`config.mk`:
```
export PLATFORM = sky130hd
export DESIGN_NAME = pipe_stage_reg_flat
export DESIGN_NICKNAME = d
export VERILOG_FILES = /design/src/rtl/pipe_stage_reg_if.sv /design/src/rtl/pipe_stage_reg.sv /design/src/flat_wrapper.sv
export SDC_FILE = /design/constraint.sdc
export NUM_CORES = 1
export LEC_CHECK = 0
export BUFFER_PORTS_ARGS = -buffer_cell sky130_fd_sc_hd__buf_2
export CELL_PAD_IN_SITES_DETAIL_PLACEMENT = 1
export CELL_PAD_IN_SITES_GLOBAL_PLACEMENT = 1
export CORE_AREA = 2 2 162 164
export DETAILED_ROUTE_END_ITERATION = 6
export DIE_AREA = 0 0 164 166
export PLACE_DENSITY_LB_ADDON = 0.1
export SLEW_MARGIN = 0
export SYNTH_ARGS = -nofsm -noshare
export SYNTH_HDL_FRONTEND = slang
export SYNTH_SLANG_ARGS = --single-unit
```
`constraint.sdc`:
```
create_clock -name clk -period 4.1 [get_ports clk]
set_input_delay 0.41 -clock clk [delete_from_list [all_inputs] [get_ports clk]]
set_output_delay 0.41 -clock clk [all_outputs]
set_load 0.01 [all_outputs]
```
`src/rtl/pipe_stage_reg_if.sv`:
```
// Bundles the controls, upstream fields and registered fields of one
// inter-stage pipeline register.
interface pipe_stage_reg_if #(
  parameter int unsigned DATA_W = 128,
  parameter int unsigned EXC_W  = 5,
  parameter int unsigned CNT_W  = 16
);
  logic              req;
  logic              flush;
  logic              stall;
  logic              cnt_clr;
  logic              valid_in;
  logic [31:0]       instr_in;
  logic [31:0]       pc_in;
  logic              bd_in;
  logic [EXC_W-1:0]  exc_in;
  logic [DATA_W-1:0] data_in;

  logic              valid_out;
  logic [31:0]       instr_out;
  logic [31:0]       pc_out;
  logic              bd_out;
  logic [EXC_W-1:0]  exc_out;
  logic [DATA_W-1:0] data_out;
  logic [CNT_W-1:0]  bubble_cnt;

  modport master (
    output req, flush, stall, cnt_clr,
    output valid_in, instr_in, pc_in, bd_in, exc_in, data_in,
    input  valid_out, instr_out, pc_out, bd_out, exc_out, data_out, bubble_cnt
  );

  modport slave (
    input  req, flush, stall, cnt_clr,
    input  valid_in, instr_in, pc_in, bd_in, exc_in, data_in,
    output valid_out, instr_out, pc_out, bd_out, exc_out, data_out, bubble_cnt
  );
endinterface

```
`src/rtl/pipe_stage_reg.sv`:
```
// Inter-stage pipeline register: exception/flush/stall handling with a
// selectable stall policy and a saturating bubble counter.
module pipe_stage_reg #(
  parameter int unsigned DATA_W     = 128,
  parameter int unsigned EXC_W      = 5,
  parameter logic [31:0] RESET_PC   = 32'h0000_3000,
  parameter logic [31:0] EXC_PC     = 32'h0000_4180,
  parameter int unsigned STALL_MODE = 0,
  parameter int unsigned CNT_W      = 16
) (
  input logic clk,
  input logic reset,
  pipe_stage_reg_if.slave bus
);

  typedef enum logic [1:0] {
    ACT_LOAD,
    ACT_HOLD,
    ACT_FLUSH,
    ACT_EXC
  } act_e;

  localparam logic [CNT_W-1:0] CNT_ONE = 1;

  act_e              w_act;
  logic              w_bubble;

  logic              r_valid;
  logic [31:0]       r_instr;
  logic [31:0]       r_pc;
  logic              r_bd;
  logic [EXC_W-1:0]  r_exc;
  logic [DATA_W-1:0] r_data;
  logic [CNT_W-1:0]  r_cnt;

  // Priority decode: req > flush > stall > normal load.
  always_comb begin
    w_act = ACT_LOAD;
    if (bus.req) begin
      w_act = ACT_EXC;
    end else if (bus.flush) begin
      w_act = ACT_FLUSH;
    end else if (bus.stall) begin
      w_act = (STALL_MODE != 0) ? ACT_HOLD : ACT_FLUSH;
    end
  end

  assign w_bubble = (w_act == ACT_EXC) || (w_act == ACT_FLUSH);

  always_ff @(posedge clk or negedge reset) begin
    if (!reset) begin
      r_valid <= 1'b0;
      r_instr <= '0;
      r_pc    <= RESET_PC;
      r_bd    <= 1'b0;
      r_exc   <= '0;
      r_data  <= '0;
    end else begin
      case (w_act)
        ACT_EXC: begin
          r_valid <= 1'b0;
          r_instr <= '0;
          r_pc    <= EXC_PC;
          r_bd    <= 1'b0;
          r_exc   <= '0;
          r_data  <= '0;
        end
        // Bubble still tracks the upstream PC/delay-slot flag for interrupts.
        ACT_FLUSH: begin
          r_valid <= 1'b0;
          r_instr <= '0;
          r_pc    <= bus.pc_in;
          r_bd    <= bus.bd_in;
          r_exc   <= '0;
          r_data  <= '0;
        end
        ACT_HOLD: begin
        end
        default: begin
          r_valid <= bus.valid_in;
          r_instr <= bus.instr_in;
          r_pc    <= bus.pc_in;
          r_bd    <= bus.bd_in;
          r_exc   <= bus.exc_in;
          r_data  <= bus.data_in;
        end
      endcase
    end
  end

  always_ff @(posedge clk or negedge reset) begin
    if (!reset) begin
      r_cnt <= '0;
    end else if (bus.cnt_clr) begin
      r_cnt <= '0;
    end else if (w_bubble && (r_cnt != '1)) begin
      r_cnt <= r_cnt + CNT_ONE;
    end
  end

  assign bus.valid_out  = r_valid;
  assign bus.instr_out  = r_instr;
  assign bus.pc_out     = r_pc;
  assign bus.bd_out     = r_bd;
  assign bus.exc_out    = r_exc;
  assign bus.data_out   = r_data;
  assign bus.bubble_cnt = r_cnt;

endmodule

```
`src/flat_wrapper.sv`:
```
// flat-port wrapper written by rule: the top's interface ports become plain ports
module pipe_stage_reg_flat 
#(
  parameter int unsigned DATA_W     = 128,
  parameter int unsigned EXC_W      = 5,
  parameter logic [31:0] RESET_PC   = 32'h0000_3000,
  parameter logic [31:0] EXC_PC     = 32'h0000_4180,
  parameter int unsigned STALL_MODE = 0,
  parameter int unsigned CNT_W      = 16
)
  (clk, reset, bus_req, bus_flush, bus_stall, bus_cnt_clr, bus_valid_in, bus_instr_in, bus_pc_in, bus_bd_in, bus_exc_in, bus_data_in, bus_valid_out, bus_instr_out, bus_pc_out, bus_bd_out, bus_exc_out, bus_data_out, bus_bubble_cnt);
  pipe_stage_reg_if #(.DATA_W(DATA_W), .EXC_W(EXC_W), .CNT_W(CNT_W)) bus_i ();
  input logic clk;
  input logic reset;
  input wire logic [$bits(bus_i.req)-1:0] bus_req;
  input wire logic [$bits(bus_i.flush)-1:0] bus_flush;
  input wire logic [$bits(bus_i.stall)-1:0] bus_stall;
  input wire logic [$bits(bus_i.cnt_clr)-1:0] bus_cnt_clr;
  input wire logic [$bits(bus_i.valid_in)-1:0] bus_valid_in;
  input wire logic [$bits(bus_i.instr_in)-1:0] bus_instr_in;
  input wire logic [$bits(bus_i.pc_in)-1:0] bus_pc_in;
  input wire logic [$bits(bus_i.bd_in)-1:0] bus_bd_in;
  input wire logic [$bits(bus_i.exc_in)-1:0] bus_exc_in;
  input wire logic [$bits(bus_i.data_in)-1:0] bus_data_in;
  output wire logic [$bits(bus_i.valid_out)-1:0] bus_valid_out;
  output wire logic [$bits(bus_i.instr_out)-1:0] bus_instr_out;
  output wire logic [$bits(bus_i.pc_out)-1:0] bus_pc_out;
  output wire logic [$bits(bus_i.bd_out)-1:0] bus_bd_out;
  output wire logic [$bits(bus_i.exc_out)-1:0] bus_exc_out;
  output wire logic [$bits(bus_i.data_out)-1:0] bus_data_out;
  output wire logic [$bits(bus_i.bubble_cnt)-1:0] bus_bubble_cnt;
  assign bus_i.req = bus_req;
  assign bus_i.flush = bus_flush;
  assign bus_i.stall = bus_stall;
  assign bus_i.cnt_clr = bus_cnt_clr;
  assign bus_i.valid_in = bus_valid_in;
  assign bus_i.instr_in = bus_instr_in;
  assign bus_i.pc_in = bus_pc_in;
  assign bus_i.bd_in = bus_bd_in;
  assign bus_i.exc_in = bus_exc_in;
  assign bus_i.data_in = bus_data_in;
  assign bus_valid_out = bus_i.valid_out;
  assign bus_instr_out = bus_i.instr_out;
  assign bus_pc_out = bus_i.pc_out;
  assign bus_bd_out = bus_i.bd_out;
  assign bus_exc_out = bus_i.exc_out;
  assign bus_data_out = bus_i.data_out;
  assign bus_bubble_cnt = bus_i.bubble_cnt;
  pipe_stage_reg #(.DATA_W(DATA_W), .EXC_W(EXC_W), .RESET_PC(RESET_PC), .EXC_PC(EXC_PC), .STALL_MODE(STALL_MODE), .CNT_W(CNT_W)) u_core (.clk(clk), .reset(reset), .bus(bus_i));
endmodule
```
==> run summary, run 1 <==
Final Hold Violating Endpoints -> 0
Tmin final -> 1.92 ns
I/O pin count -> 420
measured slew at the worst slew-check pin -> 0.767 ns
CP Launch Point -> u_core.bus.bubble_cnt[0]
Total Routing Usage GR -> 16.9%
Net Switching -> 0.00105 W
maximum VDD drop -> 0.251 mV
Max-Cap Viols -> 0
Internal -> 0.00370 W
Max FO, Critical Path -> 6
Reg power frac -> 46.3%
worst hold start -> bus_pc_in[8]
Post-route DRC -> 0
largest net degree at the start of global routing -> 92
RR Startpoint -> u_core.bus.bubble_cnt[0]
Avg Cell Area, Syn -> 13.9 um^2
post-synthesis compound-gate area fraction -> 1.24%
Setup crit start kind -> flop
RSZ-0062 raised after global routing -> no
Initial Utilization -> 28.7%
Tcrit/Tclk final -> 46.8%
worst slack at placement -> 1.83 ns
final setup margin -> 2.18 ns
HPWL Detailed -> 17600 um
WP data required -> 4.49 ns
Net Sw Frac -> 22.2%
chip height -> 166 um
Clock power frac -> 46.9%
max-slew violation count -> 0
Sink Count -> 215
register area share after synthesis -> 73.3%
gpl congestion -> 0.765
largest buffer count on any clock path -> 3
vias in the first global route -> 5588
Fillers -> 2887
RR Endpoint -> u_core.bus.bubble_cnt[13]
final net count -> 1158
largest family of logic cells by synthesized area -> simple AND/OR/NAND/NOR gates
synthesis-to-layout area growth -> 45.4%
global route overflow -> 0
Post-Synth Adder-Cell Area -> 0.170%
critical setup path kind -> flop to flop
fraction of layout cells with a size suffix above 1 -> 50.2%
Synth Area in XOR/XNOR -> 0%
Clk pin slew, worst setup/hold paths -> 0.06 ns
1st-pass router iterations -> 4
Post-Synthesis Net Count -> 733
H-tree levels -> 1
Post-Syn Area -> 7340 um^2
Final Setup Violations -> 0
CTS buffer count -> 25
status -> finished clean
clk_lat worst skew -> 0.51 ns
clock tree root driver cell -> clkbuf_16
Comb pwr share -> 6.8%
Max Clk Rate -> 521 MHz
Pwr Density -> 445 nW/um^2
width of the die -> 164 um
post-CTS sizing -> 0
initial antenna violation count -> 7
slowest stage delay, CP -> 0.44 ns
drt via density -> 4.09
CTS tree -> yes
core area -> 25600 um^2
Setup TNS -> 0 ns
DRT iter0 DRCs -> 324
row cnt -> 59
WP data arrival -> 2.31 ns
Total Routed Length -> 23600 um
skew final -> 0.00287 ns
Routed Antenna Nets -> 0
worst-path cell chain -> ha_1 -> nand2_1 -> nor3_1 -> nor3_1 -> mux2_1
mux cell area share after synthesis -> 1.98%
first-pass GRT wire length -> 35000 um
Yosys cell types -> 31
PortBufs -> 419
DR WL/cell -> 18.0 um
fin util -> 41.7%
slowest CP cell -> nor3_1
Die Footprint -> 27200 um^2
slew margin rel. -> 48.9%
R2R Setup Slk -> 2.18 ns
leakage power -> 6.07 nW
routed via count -> 5361
warnings from Yosys -> 0
Syn Inst Count -> 527
#FFs+latches synth -> 215
CP endpoint -> u_core.bus.bubble_cnt[13]
CP Capture Type -> flop
Hold Crit Class -> input port to flop
post-synthesis simple-gate area fraction -> 21.7%
worst-case reg-to-reg path depth -> 5
Crit path top cell by count -> nor3_1
-- cells by family (layout without fill, tap and decap cells) --
kind of cell             Yosys count  in the layout
other                              0              6
AO/OA/AOI/OAI                     12             12
adder cells (fa/ha/maj)            1              1
flip-flops                       215            215
multiplexers                      13             13
AND/OR/NAND/NOR                  258            258
buffers and inverters             28            470
-- worst max-delay path, delay by kind of cell (launching register included) --
family | cells | cell delay (ns)
AND/OR/NAND/NOR | 3 | 0.73
flip-flops | 1 | 0.40
adder cells (fa/ha/maj) | 1 | 0.34
multiplexers | 1 | 0.32
-- how the worst min path moves through the flow --
stage | to | cells past startpoint
final | u_core.bus.pc_out[8] | 2
after global routing | u_core.bus.data_out[31] | 2
after CTS | u_core.bus.pc_out[8] | 2
after detailed placement | u_core.bus.instr_out[12] | 1
after global placement | u_core.bus.instr_out[12] | 1
after floorplan | u_core.bus.bd_out | 0
-- timing repair --
action	CTS	global route
hold buffers	1	0
setup buffers	0	0
hold endpoints to repair	30	0
-- Yosys cell counts --
library cell | n | area share (%)
a2111oi_4 | 1 | 0.38
a21oi_1 | 8 | 0.55
a21oi_2 | 1 | 0.12
and2_1 | 166 | 14
and3_1 | 1 | 0.085
and4_1 | 1 | 0.12
and4_4 | 2 | 0.31
buf_2 | 4 | 0.27
buf_6 | 1 | 0.15
clkbuf_1 | 23 | 1.2
dfrtp_1 | 213 | 73
dfstp_2 | 2 | 0.72
ha_1 | 1 | 0.17
mux2_1 | 5 | 0.77
mux2_2 | 7 | 1.1
mux2i_1 | 1 | 0.14
nand2_1 | 4 | 0.20
nand2b_1 | 2 | 0.17
nand3_1 | 5 | 0.34
nand4_1 | 6 | 0.51
nand4_4 | 1 | 0.29
nor2_1 | 12 | 0.61
nor2_2 | 1 | 0.085
nor2b_1 | 42 | 3.6
nor3_1 | 5 | 0.34
nor3b_1 | 1 | 0.10
nor4_1 | 3 | 0.26
o31ai_1 | 2 | 0.20
or2_2 | 3 | 0.26
or3_1 | 2 | 0.17
or4_1 | 1 | 0.10
-- cell usage in the layout, fill, tap and decap left out, types with 2 or more instances in the layout --
| cell | count |
|---|---|
| buf_2 | 418 |
| nor2b_1 | 42 |
| o31ai_1 | 2 |
| nand3_1 | 5 |
| clkbuf_1 | 2 |
| mux2_2 | 7 |
| bufinv_16 | 2 |
| clkbuf_16 | 25 |
| nor4_1 | 3 |
| dfrtp_1 | 213 |
| mux2_1 | 5 |
| and2_1 | 166 |
| dfstp_2 | 2 |
| clkinvlp_4 | 2 |
| clkbuf_8 | 8 |
| clkinv_2 | 5 |
| or3_1 | 2 |
| a21oi_1 | 8 |
| nor2_1 | 12 |
| and4_4 | 2 |
| nand4_1 | 6 |
| or2_2 | 3 |
| diode_2 | 6 |
| nand2b_1 | 2 |
| buf_4 | 5 |
| nand2_1 | 4 |
| nor3_1 | 4 |
-- flip-flops by register name, summed over array words and instances (netlist names) --
name / cells
u_core.bus.data_out: 128
u_core.bus.instr_out: 32
u_core.bus.pc_out: 32
u_core.bus.bubble_cnt: 16
u_core.bus.exc_out: 5
u_core.bus.bd_out: 1
u_core.bus.valid_out: 1
-- through the flow --
| stage | hold WS [ns] | power (W) | cells | cell area (um^2) |
|---|---|---|---|---|
| after CTS | 0.0701 | 0.00484 | 1304 | 10700 |
| after global placement | 0.536 | 0.00257 | 1259 | 9810 |
| final | 0.0875 | 0.00475 | 1310 | 10700 |
| after global routing | 0.0789 | 0.00495 | 1308 | 10700 |
| after floorplan | 0.114 | 0.00234 | 527 | 7340 |
| after detailed placement | 0.542 | 0.00257 | 1259 | 9810 |
-- power groups by stage --
stage / registers (W) / logic, W / clock network (W)
after floorplan: 0.00227 / 0.0000686 / 0
after global placement: 0.00224 / 0.000330 / 0
after detailed placement: 0.00224 / 0.000332 / 0
after CTS: 0.00220 / 0.000335 / 0.00230
after global routing: 0.00221 / 0.000363 / 0.00238
final: 0.00220 / 0.000323 / 0.00223
-- area by class of cell --
type / instances / area [um^2] / area share (%)
Sequential cell: 215 / 5380 / 50.4
Clock inverter: 10 / 109 / 1.02
Antenna cell: 6 / 15.0 / 0.141
Tap cell: 335 / 419 / 3.93
Timing Repair Buffer: 426 / 2170 / 20.4
Multi-Input combinational cell: 284 / 1850 / 17.3
Clock buffer: 34 / 729 / 6.83
-- routing by layer --
metal | GRT usage, % | part of all wire, % | up-vias
met5 | 0 | 0.076 | -
met1 | 19.1 | 37 | 2582
met2 | 30.3 | 52 | 224
li1 | - | - | 2511
met3 | 5.02 | 8.5 | 40
met4 | 5.42 | 2.5 | 4
No activity file was read; power rests on OpenSTA's default activity.
==> inputs of run 2 (changes only) <==
--- a/config.mk
+++ b/config.mk
@@ -5,12 +5,13 @@
 export SDC_FILE = /design/constraint.sdc
 export NUM_CORES = 1
 export LEC_CHECK = 0
+export ABC_AREA = 1
 export BUFFER_PORTS_ARGS = -buffer_cell sky130_fd_sc_hd__buf_2
 export CELL_PAD_IN_SITES_DETAIL_PLACEMENT = 1
 export CELL_PAD_IN_SITES_GLOBAL_PLACEMENT = 1
-export CORE_AREA = 2 2 162 164
+export CORE_AREA = 2 2 164 166
 export DETAILED_ROUTE_END_ITERATION = 6
-export DIE_AREA = 0 0 164 166
+export DIE_AREA = 0 0 166 168
 export PLACE_DENSITY_LB_ADDON = 0.1
 export SLEW_MARGIN = 0
 export SYNTH_ARGS = -nofsm -noshare
==> constraint.sdc (replaced) <==
create_clock -name clk -period 1.9 [get_ports clk]
set_input_delay 0.19 -clock clk [delete_from_list [all_inputs] [get_ports clk]]
set_output_delay 0.19 -clock clk [all_outputs]
set_load 0.01 [all_outputs]
==> run summary, run 2 <==
Pwr Density -> 795 nW/um^2 (+79%)
Comb pwr share -> 11.3% (+4.5 points)
WP data required -> 2.30 ns (-2.19 ns)
dpl cell area -> 10300 um^2 (+5.1%)
skew final -> 0.00512 ns (+0.00225 ns)
prevailing post-synth register cell -> dfrtp_1
Reg power frac -> 45.8% (-0.5 points)
post-CTS sizing -> 0 (unchanged)
DRT iter0 DRCs -> 341 (+5.2%)
largest net degree at the start of global routing -> 85 (-7.6%)
Final Cell Area -> 13100 um^2 (+22%)
Setup crit start kind -> flop
chip height -> 168 um (+1.2%)
Final Hold Violating Endpoints -> 0 (unchanged)
Tcrit/Tclk final -> 82.2% (+35 points)
Internal -> 0.00792 W (+110%)
max-slew violation count -> 0 (unchanged)
global route overflow -> 0 (unchanged)
fraction of layout cells with a size suffix above 1 -> 34.0% (-16 points)
CTS buffer count -> 25 (unchanged)
most frequent cells in the layout -> buf_2, nor2_1, inv_1, dfrtp_1, dlygate4sd3_1
Yosys cell types -> 24 (-23%)
Clk pin slew, worst setup/hold paths -> 0.06 ns (about the same)
Post-Syn Area -> 7750 um^2 (+5.5%)
Max FO, Critical Path -> 10 (+4)
R2R Setup Slk -> 0.34 ns (-1.84 ns)
Net Switching -> 0.00247 W (+130%)
Post CTS Setup Buffer Count -> 0 (unchanged)
WHS -> 0.0661 ns (-0.0214 ns)
Total Routing Usage GR -> 20.7% (+3.8 points)
warnings from Yosys -> 0 (unchanged)
Post-Synthesis Net Count -> 994 (+36%)
Setup TNS -> 0 ns (unchanged)
vias in the first global route -> 8245 (+48%)
HPWL Detailed -> 19400 um (+9.9%)
Commonest cells post-synth -> nor2_1, inv_1, dfrtp_1
CTS tree -> yes
Initial Utilization -> 29.4% (+0.74 points)
Net Sw Frac -> 23.8% (+1.6 points)
RSZ-0062 raised after global routing -> no
most common cell after layout, fill and taps aside -> buf_2
critical setup path kind -> flop to flop
slew margin rel. -> 68.4% (+20 points)
DR WL/cell -> 16.3 um (-9.8%)
Max Clk Rate -> 640 MHz (+23%)
GR Util met1 -> 22.6% (+3.4 points)
Hold Crit Class -> input port to flop
measured slew at the worst slew-check pin -> 0.474 ns (-0.293 ns)
initial antenna violation count -> 1 (-6)
Most Crowded Layer GR -> met2
most frequent cell after synthesis -> nor2_1
leakage power -> 7.96 nW (+31%)
asr flop ratio synth -> 100% (unchanged)
Syn Inst Count -> 788 (+50%)
Clock power frac -> 43.0% (-3.9 points)
Synth area leader -> dfrtp_1
number of synthesized flops with an enable pin -> 0 (unchanged)
maximum VDD drop -> 0.673 mV (+170%)
synthesis-to-layout area growth -> 68.7%
total power -> 0.0104 W (+120%)
row cnt -> 60 (+1.7%)
final net count -> 1629 (+41%)
WP data arrival -> 1.97 ns (-0.34 ns)
Post-route DRC -> 0 (unchanged)
max reg flops -> 128 (unchanged)
core area -> 26400 um^2 (+2.9%)
met3 global-route usage -> 5.78% (+0.76 points)
GR Layer Usage met2 -> 38.0% (+7.7 points)
drt via density -> 4.07 (-0.61%)
clk_lat worst skew -> 0.51 ns (about the same)
register area share after synthesis -> 69.5% (-3.8 points)
status -> finished clean
Die Footprint -> 27900 um^2 (+2.4%)
Tmin final -> 1.56 ns (-0.356 ns)
width of the die -> 166 um (+1.2%)
CP Capture Type -> flop
Routed Antenna Nets -> 0 (unchanged)
1st-pass router iterations -> 4 (unchanged)
Max-Cap Viols -> 0 (unchanged)
clock tree root driver cell -> clkbuf_16
#FFs+latches synth -> 215 (unchanged)
Total Routed Length -> 29000 um (+23%)
Sink Count -> 215 (unchanged)
I/O pin count -> 420 (unchanged)
PortBufs -> 419 (unchanged)
gpl congestion -> 0.828 (+8.3%)
H-tree levels -> 1 (unchanged)
Synth top area share -> 68.8% (-3.8 points)
Fillers -> 3085 (+6.9%)
Final Setup Violations -> 0 (unchanged)
largest buffer count on any clock path -> 3 (unchanged)
Synth area leaders -> dfrtp_1, nor2_1, inv_1
first-pass GRT wire length -> 45700 um (+31%)
routed via count -> 7256 (+35%)
Avg Cell Area, Syn -> 9.83 um^2 (-29%)
final setup margin -> 0.338 ns (-1.84 ns)
worst slack at placement -> 0.337 ns (-1.49 ns)
run 2: power groups by stage:
stage	logic [W]	registers, W	clock network, W
after floorplan	0.000209	0.00491	0
after global placement	0.000816	0.00483	0
after detailed placement	0.000827	0.00483	0
after CTS	0.00117	0.00475	0.00461
after global routing	0.00129	0.00476	0.00479
final	0.00117	0.00475	0.00446
run 2: path summary, 6_finish.rpt:
path                                               start                       end  cells after the start
worst max-delay path            u_core.bus.bubble_cnt[0]  u_core.bus.bubble_cnt[3]                      8
worst min-delay path                         bus_cnt_clr  u_core.bus.bubble_cnt[9]                      4
worst max register to register  u_core.bus.bubble_cnt[0]  u_core.bus.bubble_cnt[3]                      8
worst min register to register  u_core.bus.bubble_cnt[1]  u_core.bus.bubble_cnt[1]                      2
max in group asynchronous                          reset  u_core.bus.instr_out[24]                      3
min in group asynchronous                          reset      u_core.bus.pc_out[6]                      2
run 2: layout make-up:
cell class                      instances  area [um^2]  share of cell area [%]
Tap cell                              341          427                    3.26
Antenna cell                            1         2.50                  0.0191
Sequential cell                       215         5380                    41.2
Multi-Input combinational cell        333         1420                    10.8
Inverter                              216          811                    6.20
Clock buffer                           42          729                    5.58
Clock inverter                          4         23.8                   0.182
Timing Repair Buffer                  632         4280                    32.7
run 2: worst max-delay path: stages, from the launching register on:
cell	delay (ns)
dfrtp_1	0.41
ha_1	0.25
nand3_2	0.16
nor2_4	0.17
nand2_2	0.09
nand2_4	0.15
nand2_2	0.09
nand2_1	0.08
nand2_1	0.05
run 2: stage by stage:
| stage | instances | util (%) |
|---|---|---|
| after floorplan | 788 | - |
| after global placement | 1537 | 39.1 |
| after detailed placement | 1537 | 39.1 |
| after CTS | 1783 | 49.6 |
| after global routing | 1784 | 49.6 |
| final | 1784 | 49.6 |
run 2: logic make-up (layout without fill, tap and decap cells):
logic type	count (synthesis)	after routing	synth area share, %
buffers and inverters	240	894	12.3
DFF	215	215	69.5
AOI/OAI and AO/OA	7	7	0.452
xor gates and xnor gates	4	4	0.452
and+or+nand+nor	321	321	17.1
other	0	1	0
adders and majority gates	1	1	0.161
run 2: per-layer routing:
layer | up-vias | share of wire [%]
li1 | 3466 | -
met1 | 3436 | 37
met2 | 275 | 51
met3 | 79 | 7.3
met4 | 0 | 4.4
met5 | - | 0
run 2: timing repair:
action / 4_1_cts / 5_1_grt
endpoints found under the hold margin: 242 / 0
hold buffers: 200 / 0
setup endpoints to repair: 0 / 0
==> inputs of run 3 (changes only) <==
==> constraint.sdc (replaced) <==
create_clock -name clk -period 1.6 [get_ports clk]
set_input_delay 0.16 -clock clk [delete_from_list [all_inputs] [get_ports clk]]
set_output_delay 0.16 -clock clk [all_outputs]
set_load 0.01 [all_outputs]
==> run summary, run 3 (synthesis gave the netlist of run 2 again) <==
status -> finished clean
Clock power frac -> 47.0% (+4.0 points)
CP Capture Type -> flop
HPWL Detailed -> 20000 um (+3.3%)
Clk pin slew, worst setup/hold paths -> 0.06 ns (about the same)
Sequential cell area -> 5380 um^2 (unchanged)
synthesis-to-layout area growth -> 72.3%
R2R Setup Slk -> 0.13 ns (-0.20 ns)
slowest CP cell -> dfrtp_1
DRT iter0 DRCs -> 369 (+8.2%)
Tcrit/Tclk final -> 91.6% (+9.4 points)
Max FO, Critical Path -> 10 (unchanged)
chip height -> 168 um (unchanged)
slowest stage delay, CP -> 0.36 ns (-0.05 ns)
RR Startpoint -> u_core.bus.bubble_cnt[1]
Max Clk Rate -> 682 MHz (+6.6%)
CTS tree -> yes
Post-route DRC -> 0 (unchanged)
Setup crit start kind -> flop
Reg power frac -> 42.3% (-3.5 points)
Fillers -> 3065 (-0.65%)
Pwr Density -> 998 nW/um^2 (+26%)
total power -> 0.0133 W (+28%)
worst-path cell chain -> ha_2 -> nand3_2 -> nor2_4 -> nand2_2 -> nand2_4 -> nand2_2 -> nand2_1 -> nand2_1
largest buffer count on any clock path -> 3 (unchanged)
1st-pass router iterations -> 4 (unchanged)
Die Footprint -> 27900 um^2 (unchanged)
most common cell after layout, fill and taps aside -> buf_2
WP data arrival -> 1.88 ns (-0.09 ns)
Tmin final -> 1.47 ns (-0.0967 ns)
measured slew at the worst slew-check pin -> 0.473 ns (-0.000720 ns)
Final Setup Violations -> 0 (unchanged)
routed via count -> 7377 (+1.7%)
initial antenna violation count -> 2 (+1)
Initial Utilization -> 29.4% (unchanged)
maximum VDD drop -> 0.768 mV (+14%)
CTS buffer count -> 25 (unchanged)
first-pass GRT wire length -> 46300 um (+1.2%)
Total Routed Length -> 29200 um (+0.81%)
Hold Crit Class -> input port to asynchronous set/reset pin
global route overflow -> 0 (unchanged)
WHS -> 0.145 ns (+0.0793 ns)
RR Endpoint -> u_core.bus.bubble_cnt[3]
Total Routing Usage GR -> 21.0% (+0.27 points)
max-slew violation count -> 0 (unchanged)
leakage power -> 8.11 nW (+1.8%)
clock tree root driver cell -> clkbuf_16
H-tree levels -> 1 (unchanged)
DR WL/cell -> 16.3 um (about the same)
I/O pin count -> 420 (unchanged)
CP Launch Point -> u_core.bus.bubble_cnt[1]
Levels on crit path -> 8 (unchanged)
largest net degree at the start of global routing -> 48 (-44%)
PortBufs -> 419 (unchanged)
clk_lat worst skew -> 0.52 ns (about the same)
drt via density -> 4.11 (+0.93%)
core area -> 26400 um^2 (unchanged)
max reg flops -> 128 (unchanged)
CP endpoint -> u_core.bus.bubble_cnt[3]
Top Family by Delay on Critical Path -> simple AND/OR/NAND/NOR gates
width of the die -> 166 um (unchanged)
Net Switching -> 0.00303 W (+23%)
Internal -> 0.0103 W (+30%)
most frequent cells in the layout -> buf_2, nor2_1, inv_1, dfrtp_1, dlygate4sd3_1
slew margin rel. -> 68.4% (about the same)
final net count -> 1641 (+0.74%)
gpl congestion -> 0.802 (-3.1%)
Final Hold Violating Endpoints -> 0 (unchanged)
skew final -> 0.00477 ns (-0.000355 ns)
Net Sw Frac -> 22.7% (-1.0 points)
vias in the first global route -> 8349 (+1.3%)
fraction of layout cells with a size suffix above 1 -> 35.1% (+1.1 points)
area of the multi-input gates -> 1420 um^2 (+0.18%)
row cnt -> 60 (unchanged)
CP bufs+invs -> 0 (unchanged)
critical setup path kind -> flop to flop
Max-Cap Viols -> 0 (unchanged)
worst-case reg-to-reg path depth -> 8 (unchanged)
Sink Count -> 215 (unchanged)
Setup TNS -> 0 ns (unchanged)
Routed Antenna Nets -> 0 (unchanged)
Comb pwr share -> 10.7% (-0.6 points)
WP data required -> 2.01 ns (-0.29 ns)
## run 3: per-layer routing
layer / wire (um) / global-route usage, % / vias to the layer above / share of wire [%]
met4: 1040 / 7.60 / 0 / 3.5
li1: - / - / 3492 / -
met2: 15400 / 39.4 / 271 / 53
met1: 10800 / 23.1 / 3554 / 37
met3: 2000 / 4.96 / 60 / 6.8
met5: 0 / 0 / - / 0
## run 3: final cells by class
class                   instances  share of cell area (%)
diodes                          2                  0.0375
clock buffers                  36                    5.45
clock inverters                10                    1.34
inverters                     216                    6.07
multi-input cells             333                    10.6
flip-flops and latches        215                    40.3
well taps                     341                    3.20
repair buffers                644                    33.0
## run 3: how the worst min path moves through the flow
| stage | from | to | slack (ns) | depth (start not counted) |
|---|---|---|---|---|
| after detailed placement | reset | u_core.bus.pc_out[0] | 0.16 | 1 |
| after floorplan | reset | u_core.bus.bd_out | -0.14 | 0 |
| after global routing | bus_req | u_core.bus.bubble_cnt[8] | 0.16 | 5 |
| after CTS | bus_req | u_core.bus.bubble_cnt[8] | 0.13 | 5 |
| final | reset | u_core.bus.pc_out[10] | 0.15 | 2 |
| after global placement | reset | u_core.bus.pc_out[0] | 0.16 | 1 |
## run 3: timing repair
| item | CTS | global route |
|---|---|---|
| setup endpoints to repair | 0 | 13 |
| buffers inserted | 0 | 1 |
| hold endpoints to repair | 249 | 0 |
| gates resized for setup | 0 | 1 |
| hold buffers | 201 | 0 |
## run 3: stage by stage
step,instance area (um^2),setup WS [ns],std cells,util (%)
floorplan,7750,0.194,788,-
global placement,10400,0.0804,1547,39.5
detailed placement,10400,0.0349,1547,39.5
CTS,13300,0.0187,1794,50.6
global route,13300,-0.00267,1797,50.7
finish,13300,0.134,1797,50.7
## run 3: power by group through the flow
| stage | clock (W) | sequential, W | combinational, W |
|---|---|---|---|
| 2_1_floorplan | 0 | 0.00583 | 0.000248 |
| 3_3_place_gp | 0 | 0.00573 | 0.000997 |
| 3_5_place_dp | 0 | 0.00574 | 0.00101 |
| 4_1_cts | 0.00644 | 0.00564 | 0.00142 |
| 5_1_grt | 0.00664 | 0.00565 | 0.00157 |
| 6_report | 0.00626 | 0.00564 | 0.00142 |
## run 3: worst register-to-register path: cells and delay by family, from the launching register on
kind	cells	cell delay [ns]
adder cells (fa/ha/maj)	1	0.22
flip-flops	1	0.36
AND/OR/NAND/NOR	7	0.79
